File: src/rtl/matrix_mult_pkg.sv
// Shared types and elaboration-time helpers for the streaming matrix multiplier.
package matrix_mult_pkg;

  typedef enum logic [2:0] {
    IDLE    = 3'd0,
    LOAD_A  = 3'd1,
    LOAD_B  = 3'd2,
    COMPUTE = 3'd3,
    OUTPUT  = 3'd4,
    DONE    = 3'd5
  } state_e;

  function automatic int clog2(input int n);
    int r;
    r = 0;
    for (int v = n - 1; v > 0; v = v >> 1) r++;
    return r;
  endfunction

  // Counters and indices need at least one bit even when their range is a single value.
  function automatic int cnt_w(input int n);
    return (n <= 1) ? 1 : clog2(n);
  endfunction

  function automatic int calc_aw(input int dw, input int k, input int sgn);
    return 2 * dw + clog2(k) + sgn;
  endfunction

endpackage

File: src/rtl/mac_unit.sv
// Registered multiply-accumulate: acc restarts on 'first', otherwise accumulates, only when 'en'.
module mac_unit
  import matrix_mult_pkg::*;
#(
  parameter int DW     = 8,
  parameter int AW     = 17,
  parameter int SIGNED = 0
) (
  input  logic          clk,
  input  logic          reset,
  input  logic [DW-1:0] a,
  input  logic [DW-1:0] b,
  input  logic          first,
  input  logic          en,
  output logic [AW-1:0] acc
);

  logic signed [2*DW-1:0] prod_s;
  logic [2*DW-1:0]        prod_u;
  logic [AW-1:0]          prod_ext;
  logic [AW-1:0]          acc_q, acc_d;

  always_comb begin
    prod_s = $signed({{DW{a[DW-1]}}, a}) * $signed({{DW{b[DW-1]}}, b});
    prod_u = {{DW{1'b0}}, a} * {{DW{1'b0}}, b};
    // A size cast keeps the operand's signedness, so the signed product sign-extends.
    if (SIGNED != 0) prod_ext = AW'(prod_s);
    else             prod_ext = AW'(prod_u);
    acc_d = acc_q;
    if (en) acc_d = first ? prod_ext : acc_q + prod_ext;
  end

  always_ff @(posedge clk or posedge reset) begin
    if (reset) acc_q <= '0;
    else       acc_q <= acc_d;
  end

  assign acc = acc_q;

endmodule

File: src/rtl/matrix_mult_stream.sv
// Streaming MxK * KxN matrix multiplier: serial operand load, K-cycle MAC per element, serial result.
module matrix_mult_stream
  import matrix_mult_pkg::*;
#(
  parameter int DW     = 8,
  parameter int M      = 2,
  parameter int K      = 2,
  parameter int N      = 2,
  parameter int SIGNED = 0,
  parameter int AW     = calc_aw(DW, K, SIGNED)
) (
  input  logic          clk,
  input  logic          reset,
  input  logic          start,
  input  logic [DW-1:0] data_in,
  input  logic          in_valid,
  output logic          in_ready,
  output logic [AW-1:0] data_out,
  output logic          out_valid,
  input  logic          out_ready,
  output logic          busy,
  output logic          done
);

  localparam int AN  = M * K;
  localparam int BN  = K * N;
  localparam int LN  = (AN > BN) ? AN : BN;
  localparam int IW  = cnt_w(M);
  localparam int JW  = cnt_w(N);
  localparam int KW  = cnt_w(K);
  localparam int LW  = cnt_w(LN);
  localparam int AIW = cnt_w(AN);
  localparam int BIW = cnt_w(BN);

  state_e          state_q, state_d;
  logic [IW-1:0]   i_q, i_d;
  logic [JW-1:0]   j_q, j_d;
  logic [KW-1:0]   k_q, k_d;
  logic [LW-1:0]   lcnt_q, lcnt_d;
  logic [DW-1:0]   abuf_q [AN];
  logic [DW-1:0]   abuf_d [AN];
  logic [DW-1:0]   bbuf_q [BN];
  logic [DW-1:0]   bbuf_d [BN];
  logic [AIW-1:0]  a_idx;
  logic [BIW-1:0]  b_idx;
  logic            mac_en, mac_first;
  logic [AW-1:0]   acc;

  always_comb begin
    state_d   = state_q;
    i_d       = i_q;
    j_d       = j_q;
    k_d       = k_q;
    lcnt_d    = lcnt_q;
    abuf_d    = abuf_q;
    bbuf_d    = bbuf_q;
    in_ready  = 1'b0;
    out_valid = 1'b0;
    done      = 1'b0;
    mac_en    = 1'b0;
    mac_first = (k_q == '0);
    a_idx     = AIW'(int'(i_q) * K + int'(k_q));
    b_idx     = BIW'(int'(k_q) * N + int'(j_q));

    unique case (state_q)
      IDLE: begin
        if (start) begin
          state_d = LOAD_A;
          lcnt_d  = '0;
        end
      end
      LOAD_A: begin
        in_ready = 1'b1;
        if (in_valid) begin
          abuf_d[lcnt_q[AIW-1:0]] = data_in;
          if (lcnt_q == LW'(AN - 1)) begin
            lcnt_d  = '0;
            state_d = LOAD_B;
          end else begin
            lcnt_d = lcnt_q + LW'(1);
          end
        end
      end
      LOAD_B: begin
        in_ready = 1'b1;
        if (in_valid) begin
          bbuf_d[lcnt_q[BIW-1:0]] = data_in;
          if (lcnt_q == LW'(BN - 1)) begin
            lcnt_d  = '0;
            i_d     = '0;
            j_d     = '0;
            k_d     = '0;
            state_d = COMPUTE;
          end else begin
            lcnt_d = lcnt_q + LW'(1);
          end
        end
      end
      COMPUTE: begin
        mac_en = 1'b1;
        if (k_q == KW'(K - 1)) begin
          k_d     = '0;
          state_d = OUTPUT;
        end else begin
          k_d = k_q + KW'(1);
        end
      end
      // The accumulator is idle here, so data_out holds until the sink takes it.
      OUTPUT: begin
        out_valid = 1'b1;
        if (out_ready) begin
          if (i_q == IW'(M - 1) && j_q == JW'(N - 1)) begin
            i_d     = '0;
            j_d     = '0;
            state_d = DONE;
          end else begin
            state_d = COMPUTE;
            if (j_q == JW'(N - 1)) begin
              j_d = '0;
              i_d = i_q + IW'(1);
            end else begin
              j_d = j_q + JW'(1);
            end
          end
        end
      end
      DONE: begin
        done    = 1'b1;
        state_d = IDLE;
      end
      default: state_d = IDLE;
    endcase
  end

  always_ff @(posedge clk or posedge reset) begin
    if (reset) begin
      state_q <= IDLE;
      i_q     <= '0;
      j_q     <= '0;
      k_q     <= '0;
      lcnt_q  <= '0;
    end else begin
      state_q <= state_d;
      i_q     <= i_d;
      j_q     <= j_d;
      k_q     <= k_d;
      lcnt_q  <= lcnt_d;
    end
  end

  // Operand storage is pure data; every job rewrites it completely before use.
  always_ff @(posedge clk) begin
    abuf_q <= abuf_d;
    bbuf_q <= bbuf_d;
  end

  mac_unit #(
    .DW    (DW),
    .AW    (AW),
    .SIGNED(SIGNED)
  ) u_mac (
    .clk  (clk),
    .reset(reset),
    .a    (abuf_q[a_idx]),
    .b    (bbuf_q[b_idx]),
    .first(mac_first),
    .en   (mac_en),
    .acc  (acc)
  );

  assign busy     = (state_q != IDLE);
  assign data_out = acc;

endmodule

File: config.mk
export PLATFORM = sky130hd
export DESIGN_NAME = matrix_mult_stream
export DESIGN_NICKNAME = d
export VERILOG_FILES = /design/src/rtl/matrix_mult_pkg.sv /design/src/rtl/mac_unit.sv /design/src/rtl/matrix_mult_stream.sv
export SDC_FILE = /design/constraint.sdc
export NUM_CORES = 1
export LEC_CHECK = 0
export CORE_MARGIN = 3
export CORE_UTILIZATION = 55
export DETAILED_ROUTE_END_ITERATION = 16
export GPL_TIMING_DRIVEN = 0
export PLACE_DENSITY = 0.71
export REMOVE_ABC_BUFFERS = 1
export SETUP_SLACK_MARGIN = 0.05
export SYNTH_ARGS = -nofsm -noshare
export SYNTH_HDL_FRONTEND = slang
export SYNTH_SLANG_ARGS = --single-unit
export TNS_END_PERCENT = 30
File: constraint.sdc
create_clock -name clk -period 20.1 [get_ports clk]
set_input_delay 2.01 -clock clk [delete_from_list [all_inputs] [get_ports clk]]
set_output_delay 2.01 -clock clk [all_outputs]
set_load 0.01 [all_outputs]
==> metrics.md <==
| Metric | Value |
|---|---|
| Path type of the worst setup path | flip-flop to flip-flop |
| Fraction of layout instances using a drive strength above 1 | 0.0631 |
| Antenna violations before repair | 0 |
| Antenna fix cells | 0 |
| Die area | 0.0132 sq mm |
| Area taken by multi-input logic gates | 0.00366 sq mm |
| Total area of sequential cells | roughly 0.0025 sq mm |
| Unrepaired setup endpoints after global routing | no |
| Syn Inst Count | 585 |
| Starting utilization of the core area | 0.567 |
| Std-Cell Core Area | 0.0115 sq mm |
| Postcts setup bufs | 0 |
| Num Clock Sinks | 89 |
| Total wire length | 13000 um |
| Skew final | 7.95 ps |
| Flop and latch count out of synthesis | slightly below 90 |
| Clock-pin slew of the registers on the worst-case setup and hold paths | 70 ps |
| Final GP Congestion | 0.881 |
| Worst setup EP type | flip-flop |
| Number of H-tree levels | 3 |
| Critical path fanouts, max | 33 |
| EDFF count, synth | 64 |
| IO Count | 34 |
| Count of nets left with antenna violations after detail routing | 0 |
| Clock Tree Root | sky130_fd_sc_hd__clkbuf_16 |
| Path category of the worst min-delay check | flip-flop to flip-flop |
| Clock latency reported for the late side of the worst-skew pair | ~350 ps |
| Syn Std Cell Area | 0.00650 sq mm |
| Number of fill cells in the layout | ~910 |
| Total congestion overflow after global routing | 0 |
| Global Route Usage Sum | 0.212 |
| TritonCTS clock tree | yes |
| Number of gates resized after cts | 0 |
| DR WL/cell | approximately 17 um |
| Avg Synthesized Cell Area | 11.1 sq um |
| Overall via count from detail_route | 4426 |
| Share of synthesized flip-flops with an asynchronous set or reset | 0.281 |
| Max-cap check violation count | 0 |
| I/O Buffers | 33 |
| Fin crit share | 0.357 |
| Pin count of the biggest net entering global routing | 34 |
| Total clock buffers created by CTS | 9 |
| Worst Max-Slew Pin Slew | 1040 ps |
| Number of global-route vias before repair | between 4k and 5k |
| Maximum root-to-sink buffer count | 2 |
| Worst slew margin | 0.305 |
| Via count normalized by instance count | 5.82 |
| Total of warnings raised by yosys | 0 |
| Result of the run | complete, no violations |
| Crit path time final | 7170 ps |
| Chip width | 115 um |
| Area overhead of the layout relative to synthesis | 11.3% |
| Placed wire-length estimate after detailed placement | approximately 9700 um |
| Drt first-iter violations | 243 |
| Vert. Die Dim | 115 um |
| Share of the yosys chip area belonging to registers | 0.392 |
| Max Freq | 139 MHz |
| Number of placement rows | 39 |
| CTS Hold Bufs | 0 |
| DRC errors left | 0 |
| Drt pass-1 iters | 5 |
| Count of cell types in the netlist | 49 |
| Crit start category | flip-flop |
| Setup total negative slack | 0 ps |
| Arrival time worst endpoint | 7410 ps |
| Global-route wire length before repair | around 22000 um |
| Total number of nets in the final design | slightly above 700 |
| Final setup viols | 0 |
| Final count of pins violating max slew | 0 |
| Primary FF master, synth | sky130_fd_sc_hd__edfxtp_1 |
| Endpoint required time on the critical path | roughly 20000 ps |
| Hold Fails Final Rpt | 0 |
-- cell usage in the layout, fill, tap and decap left out, types with 18 or more instances in the layout --
| cell | instances |
|---|---|
| sky130_fd_sc_hd__a21oi_1 | 28 |
| sky130_fd_sc_hd__and2_1 | 61 |
| sky130_fd_sc_hd__clkdlybuf4s50_1 | 33 |
| sky130_fd_sc_hd__dfrtp_1 | 24 |
| sky130_fd_sc_hd__edfxtp_1 | 64 |
| sky130_fd_sc_hd__fa_1 | 37 |
| sky130_fd_sc_hd__ha_1 | 57 |
| sky130_fd_sc_hd__inv_1 | 63 |
| sky130_fd_sc_hd__nand2_1 | 50 |
| sky130_fd_sc_hd__nand3_1 | 18 |
| sky130_fd_sc_hd__nor2_1 | 27 |
| sky130_fd_sc_hd__o21ai_0 | 24 |
-- routing by layer --
layer  up-vias  GRT usage  wire (um)
met4         0     0.0736        213
li1       2123          -          -
met2        88      0.352       6370
met3        19     0.0395        471
met1      2196      0.282       5900
met5         -          0          0
-- area by class of cell --
class / instances / area share
Inverter: 63 / 0.0327
Multi-Input combinational cell: 417 / 0.505
Clock inverter: 7 / 0.00847
Sequential cell: 89 / 0.352
Timing Repair Buffer: 33 / 0.0456
Tap cell: 143 / 0.0247
Clock buffer: 9 / 0.0311
-- kinds of logic after synthesis --
logic type,synth area share
XOR/XNOR,0.0269
flip-flops,0.392
AND/OR/NAND/NOR,0.140
buffers and inverters,0.0469
AO/OA/AOI/OAI,0.101
adder cells (fa/ha/maj),0.224
multiplexers,0.0692
-- cells in the mapped netlist (2+ instances only) --
cell type	number	area, sq um
sky130_fd_sc_hd__xnor2_1	13	114
sky130_fd_sc_hd__a21oi_1	28	140
sky130_fd_sc_hd__xor2_1	7	61.3
sky130_fd_sc_hd__edfxtp_1	64	1920
sky130_fd_sc_hd__nor3b_1	2	15.0
sky130_fd_sc_hd__inv_1	63	236
sky130_fd_sc_hd__nand2b_1	2	12.5
sky130_fd_sc_hd__nor2_1	27	101
sky130_fd_sc_hd__or3_1	4	25.0
sky130_fd_sc_hd__nand3b_1	2	15.0
sky130_fd_sc_hd__buf_2	7	35.0
sky130_fd_sc_hd__mux2i_1	9	90.1
sky130_fd_sc_hd__dfrtp_1	25	626
sky130_fd_sc_hd__mux4_2	16	360
sky130_fd_sc_hd__a221o_1	5	50.1
sky130_fd_sc_hd__o31ai_1	2	15.0
sky130_fd_sc_hd__ha_1	57	713
sky130_fd_sc_hd__o211ai_1	4	30.0
sky130_fd_sc_hd__o311a_1	2	20.0
sky130_fd_sc_hd__o21a_1	3	22.5
sky130_fd_sc_hd__a21o_1	7	52.6
sky130_fd_sc_hd__nand2_1	50	188
sky130_fd_sc_hd__nand4_1	5	31.3
sky130_fd_sc_hd__nand3_1	18	90.1
sky130_fd_sc_hd__and3_1	4	25.0
sky130_fd_sc_hd__clkbuf_1	8	30.0
sky130_fd_sc_hd__fa_1	37	741
sky130_fd_sc_hd__a31oi_1	3	18.8
sky130_fd_sc_hd__a211oi_1	4	30.0
sky130_fd_sc_hd__o21ai_0	24	120
sky130_fd_sc_hd__and2_1	61	382
sky130_fd_sc_hd__a221oi_1	2	17.5
sky130_fd_sc_hd__o21bai_1	4	30.0
-- critical path, stage by stage, from the launching register on --
cell,delay (ps)
sky130_fd_sc_hd__dfrtp_2,920
sky130_fd_sc_hd__mux4_2,730
sky130_fd_sc_hd__and2_1,230
sky130_fd_sc_hd__fa_1,510
sky130_fd_sc_hd__fa_1,530
sky130_fd_sc_hd__fa_1,540
sky130_fd_sc_hd__inv_1,50
sky130_fd_sc_hd__fa_1,530
sky130_fd_sc_hd__inv_1,40
sky130_fd_sc_hd__ha_1,360
sky130_fd_sc_hd__nand3_1,130
sky130_fd_sc_hd__o2111ai_1,320
sky130_fd_sc_hd__a21oi_1,120
sky130_fd_sc_hd__o21ba_2,210
sky130_fd_sc_hd__xnor2_1,200
sky130_fd_sc_hd__ha_1,330
sky130_fd_sc_hd__a21oi_1,360
sky130_fd_sc_hd__nand2_1,90
sky130_fd_sc_hd__a221oi_1,360
sky130_fd_sc_hd__nand3_1,110
sky130_fd_sc_hd__nor3b_1,140
sky130_fd_sc_hd__a211o_1,230
-- per-stage QoR --
step / hold WS (ps) / setup slack [ps] / utilization / instance area [sq um] / cells
final: 513 / 12930 / 0.631 / 7240 / 761
after CTS: 521 / 12900 / 0.631 / 7240 / 761
after floorplan: 539 / 13360 / - / 6440 / 569
after detailed placement: 507 / 12930 / 0.606 / 6950 / 745
after global placement: 497 / 12470 / 0.606 / 6950 / 745
after global routing: 549 / 12410 / 0.631 / 7240 / 761
-- final timing paths --
| check | endpoint | slack [ps] | depth (start not counted) | start |
|---|---|---|---|---|
| worst max-delay path | u_mac.acc[13]$_DFFE_PP0N_ | 12930 | 21 | k_q$_DFFE_PP0P_ |
| worst min-delay path | u_mac.acc[2]$_DFFE_PP0N_ | 510 | 2 | u_mac.acc[2]$_DFFE_PP0N_ |
| worst max register to register | u_mac.acc[13]$_DFFE_PP0N_ | 12930 | 21 | k_q$_DFFE_PP0P_ |
| worst min register to register | u_mac.acc[2]$_DFFE_PP0N_ | 510 | 2 | u_mac.acc[2]$_DFFE_PP0N_ |
| max in group asynchronous | k_q$_DFFE_PP0P_ | 17190 | 2 | reset |
| min in group asynchronous | lcnt_q[1]$_DFFE_PP0P_ | 2210 | 2 | reset |
-- sequential cells by signal (all words and copies together) (netlist names) --
name,cells
i_q,1
bbuf_q,32
abuf_q,32
state_q,3
u_mac.acc,17
k_q,1
lcnt_q,2
j_q,1
Power is left out: the tool's default activity adds up to more than one toggle a clock period on the data nets, which glitch-free logic cannot reach.
